[config.mk]
export PLATFORM = sky130hd
export DESIGN_NAME = chunk_sum_accumulator_flat
export DESIGN_NICKNAME = d
export VERILOG_FILES = /design/src/rtl/chunk_sum_accumulator_if.sv /design/src/rtl/chunk_sum_accumulator.sv /design/src/flat_wrapper.sv
export SDC_FILE = /design/constraint.sdc
export NUM_CORES = 1
export LEC_CHECK = 0
export CAP_MARGIN = 20
export CORE_MARGIN = 2
export CORE_UTILIZATION = 49
export DETAILED_ROUTE_END_ITERATION = 8
export GPL_TIMING_DRIVEN = 1
export PLACE_DENSITY = 0.83
export RECOVER_POWER = 100
export SLEW_MARGIN = 20
export SYNTH_ARGS = -nofsm -noshare
export SYNTH_HDL_FRONTEND = slang
export SYNTH_SLANG_ARGS = --single-unit
[constraint.sdc]
create_clock -name clk -period 3.6 [get_ports clk]
set_input_delay 0.72 -clock clk [delete_from_list [all_inputs] [get_ports clk]]
set_output_delay 0.72 -clock clk [all_outputs]
set_load 0.05 [all_outputs]
[src/rtl/chunk_sum_accumulator_if.sv]
// Stream bundle for the chunk accumulator: chunk input channel plus result output channel.
interface chunk_sum_accumulator_if #(
  parameter int unsigned ACC_W = 43,
  parameter int unsigned IN_W  = 19,
  parameter int unsigned CNT_W = 5
);
  logic             in_valid;
  logic             in_ready;
  logic [IN_W-1:0]  in_data;
  logic             in_last;
  logic             out_valid;
  logic             out_ready;
  logic [ACC_W-1:0] out_sum;
  logic [CNT_W-1:0] out_count;
  logic             out_ovf;

  // Upstream/downstream environment view: drives chunks, consumes results.
  modport master (
    output in_valid, in_data, in_last, out_ready,
    input  in_ready, out_valid, out_sum, out_count, out_ovf
  );

  // Accumulator view: accepts chunks, produces results.
  modport slave (
    input  in_valid, in_data, in_last, out_ready,
    output in_ready, out_valid, out_sum, out_count, out_ovf
  );
endinterface

[src/rtl/chunk_sum_accumulator.sv]
// Folds a valid/ready stream of unsigned chunks into a saturating running sum and
// presents sum, beat count and sticky overflow on a registered result channel.
module chunk_sum_accumulator #(
  parameter int unsigned ACC_W      = 43,
  parameter int unsigned IN_W       = 19,
  parameter int unsigned MAX_CHUNKS = 16,
  parameter int unsigned CNT_W      = 5
) (
  input  logic                      clk,
  input  logic                      rst_n,
  input  logic                      clear,
  chunk_sum_accumulator_if.slave    bus
);

  localparam int unsigned PAD_W = ACC_W - IN_W;

  typedef enum logic [1:0] {IDLE, ACCUM, HOLD} state_t;

  state_t           state_q, state_d;
  logic [ACC_W-1:0] acc_q, acc_d;
  logic [CNT_W-1:0] cnt_q, cnt_d;
  logic             ovf_q, ovf_d;
  logic             out_valid_q, out_valid_d;
  logic             ready_q, ready_d;

  logic             accept;
  logic [ACC_W:0]   sum_w;
  logic [CNT_W-1:0] cnt_inc;
  logic             at_max;

  // Ready comes from a register so it is low through reset and never sees the data path.
  assign bus.in_ready  = ready_q && !clear;
  assign bus.out_valid = out_valid_q;
  assign bus.out_sum   = acc_q;
  assign bus.out_count = cnt_q;
  assign bus.out_ovf   = ovf_q;

  assign accept  = bus.in_valid && bus.in_ready;
  assign sum_w   = {1'b0, acc_q} + {{(PAD_W + 1){1'b0}}, bus.in_data};
  assign cnt_inc = cnt_q + CNT_W'(1);
  assign at_max  = (cnt_inc == CNT_W'(MAX_CHUNKS));

  // Next-state logic: clear overrides handshakes; saturation is sticky within a packet.
  always_comb begin
    state_d = state_q;
    acc_d   = acc_q;
    cnt_d   = cnt_q;
    ovf_d   = ovf_q;
    if (clear) begin
      state_d = IDLE;
      acc_d   = '0;
      cnt_d   = '0;
      ovf_d   = 1'b0;
    end else begin
      case (state_q)
        IDLE: begin
          if (accept) begin
            acc_d   = {{PAD_W{1'b0}}, bus.in_data};
            cnt_d   = CNT_W'(1);
            ovf_d   = 1'b0;
            state_d = (bus.in_last || MAX_CHUNKS == 1) ? HOLD : ACCUM;
          end
        end
        ACCUM: begin
          if (accept) begin
            if (sum_w[ACC_W] || ovf_q) begin
              acc_d = '1;
              ovf_d = 1'b1;
            end else begin
              acc_d = sum_w[ACC_W-1:0];
            end
            cnt_d   = cnt_inc;
            state_d = (bus.in_last || at_max) ? HOLD : ACCUM;
          end
        end
        HOLD: begin
          if (bus.out_ready) begin
            state_d = IDLE;
            acc_d   = '0;
            cnt_d   = '0;
            ovf_d   = 1'b0;
          end
        end
        default: begin
          state_d = IDLE;
          acc_d   = '0;
          cnt_d   = '0;
          ovf_d   = 1'b0;
        end
      endcase
    end
    out_valid_d = (state_d == HOLD);
    ready_d     = (state_d != HOLD);
  end

  // State and output registers with synchronous active-low reset.
  always_ff @(posedge clk) begin
    if (!rst_n) begin
      state_q     <= IDLE;
      acc_q       <= '0;
      cnt_q       <= '0;
      ovf_q       <= 1'b0;
      out_valid_q <= 1'b0;
      ready_q     <= 1'b0;
    end else begin
      state_q     <= state_d;
      acc_q       <= acc_d;
      cnt_q       <= cnt_d;
      ovf_q       <= ovf_d;
      out_valid_q <= out_valid_d;
      ready_q     <= ready_d;
    end
  end

endmodule

[src/flat_wrapper.sv]
// flat-port wrapper written by rule: the top's interface ports become plain ports
module chunk_sum_accumulator_flat 
#(
  parameter int unsigned ACC_W      = 43,
  parameter int unsigned IN_W       = 19,
  parameter int unsigned MAX_CHUNKS = 16,
  parameter int unsigned CNT_W      = 5
)
  (clk, rst_n, clear, bus_in_valid, bus_in_data, bus_in_last, bus_out_ready, bus_in_ready, bus_out_valid, bus_out_sum, bus_out_count, bus_out_ovf);
  chunk_sum_accumulator_if #(.ACC_W(ACC_W), .IN_W(IN_W), .CNT_W(CNT_W)) bus_i ();
  input  logic clk;
  input  logic rst_n;
  input  logic clear;
  input wire logic [$bits(bus_i.in_valid)-1:0] bus_in_valid;
  input wire logic [$bits(bus_i.in_data)-1:0] bus_in_data;
  input wire logic [$bits(bus_i.in_last)-1:0] bus_in_last;
  input wire logic [$bits(bus_i.out_ready)-1:0] bus_out_ready;
  output wire logic [$bits(bus_i.in_ready)-1:0] bus_in_ready;
  output wire logic [$bits(bus_i.out_valid)-1:0] bus_out_valid;
  output wire logic [$bits(bus_i.out_sum)-1:0] bus_out_sum;
  output wire logic [$bits(bus_i.out_count)-1:0] bus_out_count;
  output wire logic [$bits(bus_i.out_ovf)-1:0] bus_out_ovf;
  assign bus_i.in_valid = bus_in_valid;
  assign bus_i.in_data = bus_in_data;
  assign bus_i.in_last = bus_in_last;
  assign bus_i.out_ready = bus_out_ready;
  assign bus_in_ready = bus_i.in_ready;
  assign bus_out_valid = bus_i.out_valid;
  assign bus_out_sum = bus_i.out_sum;
  assign bus_out_count = bus_i.out_count;
  assign bus_out_ovf = bus_i.out_ovf;
  chunk_sum_accumulator #(.ACC_W(ACC_W), .IN_W(IN_W), .MAX_CHUNKS(MAX_CHUNKS), .CNT_W(CNT_W)) u_core (.clk(clk), .rst_n(rst_n), .clear(clear), .bus(bus_i));
endmodule
==> results.json <==
{
  "synth_area_leaders": "dfxtp_1 29%, o21ai_0 8.7%, ha_1 6.9%",
  "dp.cells": 632,
  "drv_cap": 0,
  "ys_top_cells_by_count": "63 x o21ai_0, 53 x dfxtp_1, 42 x a21oi_1",
  "status": "completed",
  "power_density_nw_per_um2": 244,
  "ys.flop_type": "dfxtp_1",
  "grt_pass1_vias": 3720,
  "vias": 3966,
  "period_share_pct": 95.8,
  "syn-cell-area_um2": 3640,
  "antenna_found_initial": 0,
  "synth_fa_ha_area_share_pct": 7.43,
  "seqPwrFrac_pct": 52.4,
  "clock.fmax_mhz": 290,
  "drtIter0Drc": 305,
  "crit_path_end_kind": "register",
  "h-tree-depth": 2,
  "grt_pass1_wl_um": 18100,
  "min_period_ns": 3.45,
  "route.detailed.drc": 0,
  "p_int_uw": 808,
  "combPwrFrac_pct": 16.0,
  "synthMuxAreaShare_pct": 0.825,
  "seqCellArea_um2": 1060,
  "p_sw_share_pct": 29.0,
  "rsz0062_at_grt": "no",
  "vias_per_cell": 6.20,
  "io_pins": 76,
  "holdPathEnd": "u_core.bus.out_sum[14]$_SDFFE_PP0P_",
  "relSlewSlack_pct": 40.3,
  "cts.repair.resized": 0,
  "start_util_pct": 50.5,
  "p_leak_uw": 0.00214,
  "setup_slack_ns": 0.153,
  "cts_root_buf": "clkbuf_8",
  "slew_viol_final": 0,
  "fillerInstances": 632,
  "dp_hpwl_um": 7910,
  "multiInputGateArea_um2": 2390,
  "max-vdd-ir-drop_mv": 0.171,
  "insertion_delay_ns": 0.32,
  "gr-total-overflow": 0,
  "cts_tree": "yes",
  "port_buffers": 75,
  "final_layout_size_suffix_gt1_share_pct": 7.95,
  "wl_per_cell_um": 16.6,
  "grt_start_max_net_pins": 29,
  "seq_area_frac_synth_pct": 29.2,
  "power.switching_uw": 330,
  "worstPathArrival_ns": 3.64,
  "post-cts-setup-buffers": 0,
  "yosys_warnings": 0,
  "setup_viol": 0,
  "num-nets-final": 586,
  "yosysTopAreaCell": "dfxtp_1",
  "worstReg2RegStart": "u_core.bus.out_sum[1]$_SDFFE_PP0P_",
  "syn-num-nets": 505,
  "crit_type": "in -> reg",
  "syn_avg_cell_area_um2": 7.93,
  "instances_no_fill": 640,
  "hold_path.class": "reg -> reg",
  "synth-simple-area-share_pct": 16.7,
  "fin_worst_skew_ns": 0.0113,
  "synth_top_family_by_area": "compound AO/OA/AOI/OAI gates",
  "start_kind": "input port",
  "synthXorXnorAreaFrac_pct": 3.61,
  "firstDrtPassIters": 5,
  "postCtsHoldBufs": 0,
  "gp_congestion": 0.925,
  "rows": 31,
  "cp_max_fo": 16,
  "syn_inst": 459,
  "synth.top_cell.area_share_pct": 29.2,
  "die_area_um2": 8130,
  "clock-sinks": 53,
  "r2r_cells": 10,
  "reg2reg_slack_ns": 0.64,
  "hold_violations": 0,
  "min_from": "u_core.bus.out_sum[14]$_SDFFE_PP0P_",
  "core_um2": 7210,
  "pre_cts_slack_ns": -0.0840,
  "clk_pin_slew_worst_paths_ns": 0.10,
  "r2r-end": "u_core.bus.out_sum[12]$_SDFFE_PP0P_",
  "p_total_uw": 1140,
  "drt-total-wl_um": 10700,
  "num_antenna_cells": 0,
  "synth_compound_area_share_pct": 37.2,
  "track_usage_pct": 26.6,
  "whs_path_depth": 1,
  "ys_types": 61,
  "ys_ff_latch": 53,
  "power.clock.fraction_pct": 31.6,
  "synth_most_common_cell": "o21ai_0",
  "async_flop_share_pct": 0,
  "required_ns": 3.79,
  "clock_path_buffers": 2,
  "final_antenna_net_count": 0,
  "synth_edf_count": 0,
  "worstMarginPinSlew_ns": 0.890,
  "area.growth.synth_to_final_pct": 28.0,
  "cts_buffers": 5,
  "fp.dieW_um": 90.2,
  "die_h_um": 90.2
}
## how the worst max path moves through the flow
stage,start,endpoint,slack [ns],cells after the start
after floorplan,bus_in_data[1],u_core.bus.out_sum[41]$_SDFFE_PP0P_,0.60,11
after global placement,bus_in_data[1],u_core.bus.out_sum[39]$_SDFFE_PP0P_,0.005,12
after detailed placement,bus_in_data[1],u_core.bus.out_sum[12]$_SDFFE_PP0P_,-0.08,11
after CTS,bus_in_data[1],u_core.bus.out_sum[12]$_SDFFE_PP0P_,0.24,11
after global routing,bus_in_data[0],u_core.bus.out_sum[36]$_SDFFE_PP0P_,0.08,13
final,bus_in_data[1],u_core.bus.out_sum[12]$_SDFFE_PP0P_,0.15,11
## state kept, by name (all words and copies together) (netlist names)
| name | flops |
|---|---|
| u_core.bus.out_sum | 43 |
| u_core.bus.out_count | 5 |
| u_core.state_q | 2 |
| u_core.bus.out_ovf | 1 |
| u_core.bus.out_valid | 1 |
| u_core.ready_q | 1 |
## layer usage
layer | vias up | GRT usage, % | part of all wire (%) | wire length [um]
li1 | 1891 | - | - | -
met1 | 1870 | 35.8 | 43 | 4530
met2 | 180 | 43.7 | 48 | 5070
met3 | 25 | 4.44 | 7.2 | 767
met4 | 0 | 8.46 | 2.6 | 281
met5 | - | 0 | 0 | 0
## critical path: stages
cell             delay, ns
clkdlybuf4s50_1       0.51
ha_1                  0.25
a211o_1               0.33
a211oi_2              0.35
o31ai_1               0.18
a211oi_2              0.30
nor3_1                0.09
buf_4                 0.16
a31o_4                0.32
a211oi_1              0.28
o21ai_0               0.15
## power by group through the flow
| stage | clock (uW) | sequential, uW | combinational [uW] |
|---|---|---|---|
| 3_5_place_dp | 0 | 609 | 182 |
| 3_3_place_gp | 0 | 609 | 176 |
| 6_report | 360 | 596 | 182 |
| 2_1_floorplan | 0 | 622 | 95.8 |
| 4_1_cts | 369 | 596 | 183 |
| 5_1_grt | 397 | 597 | 197 |
## area by class of cell
class                   count  share of cell area, %
well taps                  99                   2.66
multi-input cells         365                   51.2
inverters                  15                   1.21
clock buffers               5                   1.48
flip-flops and latches     53                   22.8
repair buffers            100                   20.2
clock inverters             3                  0.457
## layout by cell type, fill, tap and decap left out, types with 5 or more instances in the layout
| master | instances |
|---|---|
| nor2b_1 | 5 |
| dfxtp_1 | 53 |
| inv_1 | 15 |
| a21o_1 | 21 |
| a31oi_1 | 24 |
| and3_1 | 17 |
| nand2_1 | 29 |
| clkbuf_8 | 5 |
| o21ai_0 | 63 |
| a22o_1 | 10 |
| xor2_1 | 6 |
| nor2_1 | 21 |
| buf_4 | 21 |
| ha_1 | 20 |
| nor3_1 | 7 |
| clkdlybuf4s50_1 | 23 |
| a21oi_1 | 42 |
| dlygate4sd3_1 | 52 |
| nand3_1 | 15 |
| xnor2_1 | 9 |
## cells by family after synthesis
group           count (synthesis)
compound gates                207
buf+inv                        41
fa+ha+maj                      21
flops                          53
simple gates                  119
mux                             3
xor+xnor                       15
## through the flow
stage / cell area, um^2 / hold WS [ns] / setup TNS (ns) / utilization [%]
final: 4660 / 0.493 / 0 / 64.6
after global routing: 4660 / 0.530 / 0 / 64.6
after CTS: 4680 / 0.507 / 0 / 64.8
after detailed placement: 4590 / 0.474 / -0.662 / 63.6
after global placement: 4590 / 0.471 / 0 / 63.6
after floorplan: 3640 / 0.644 / 0 / -
Power figures use the tool's default switching activity.
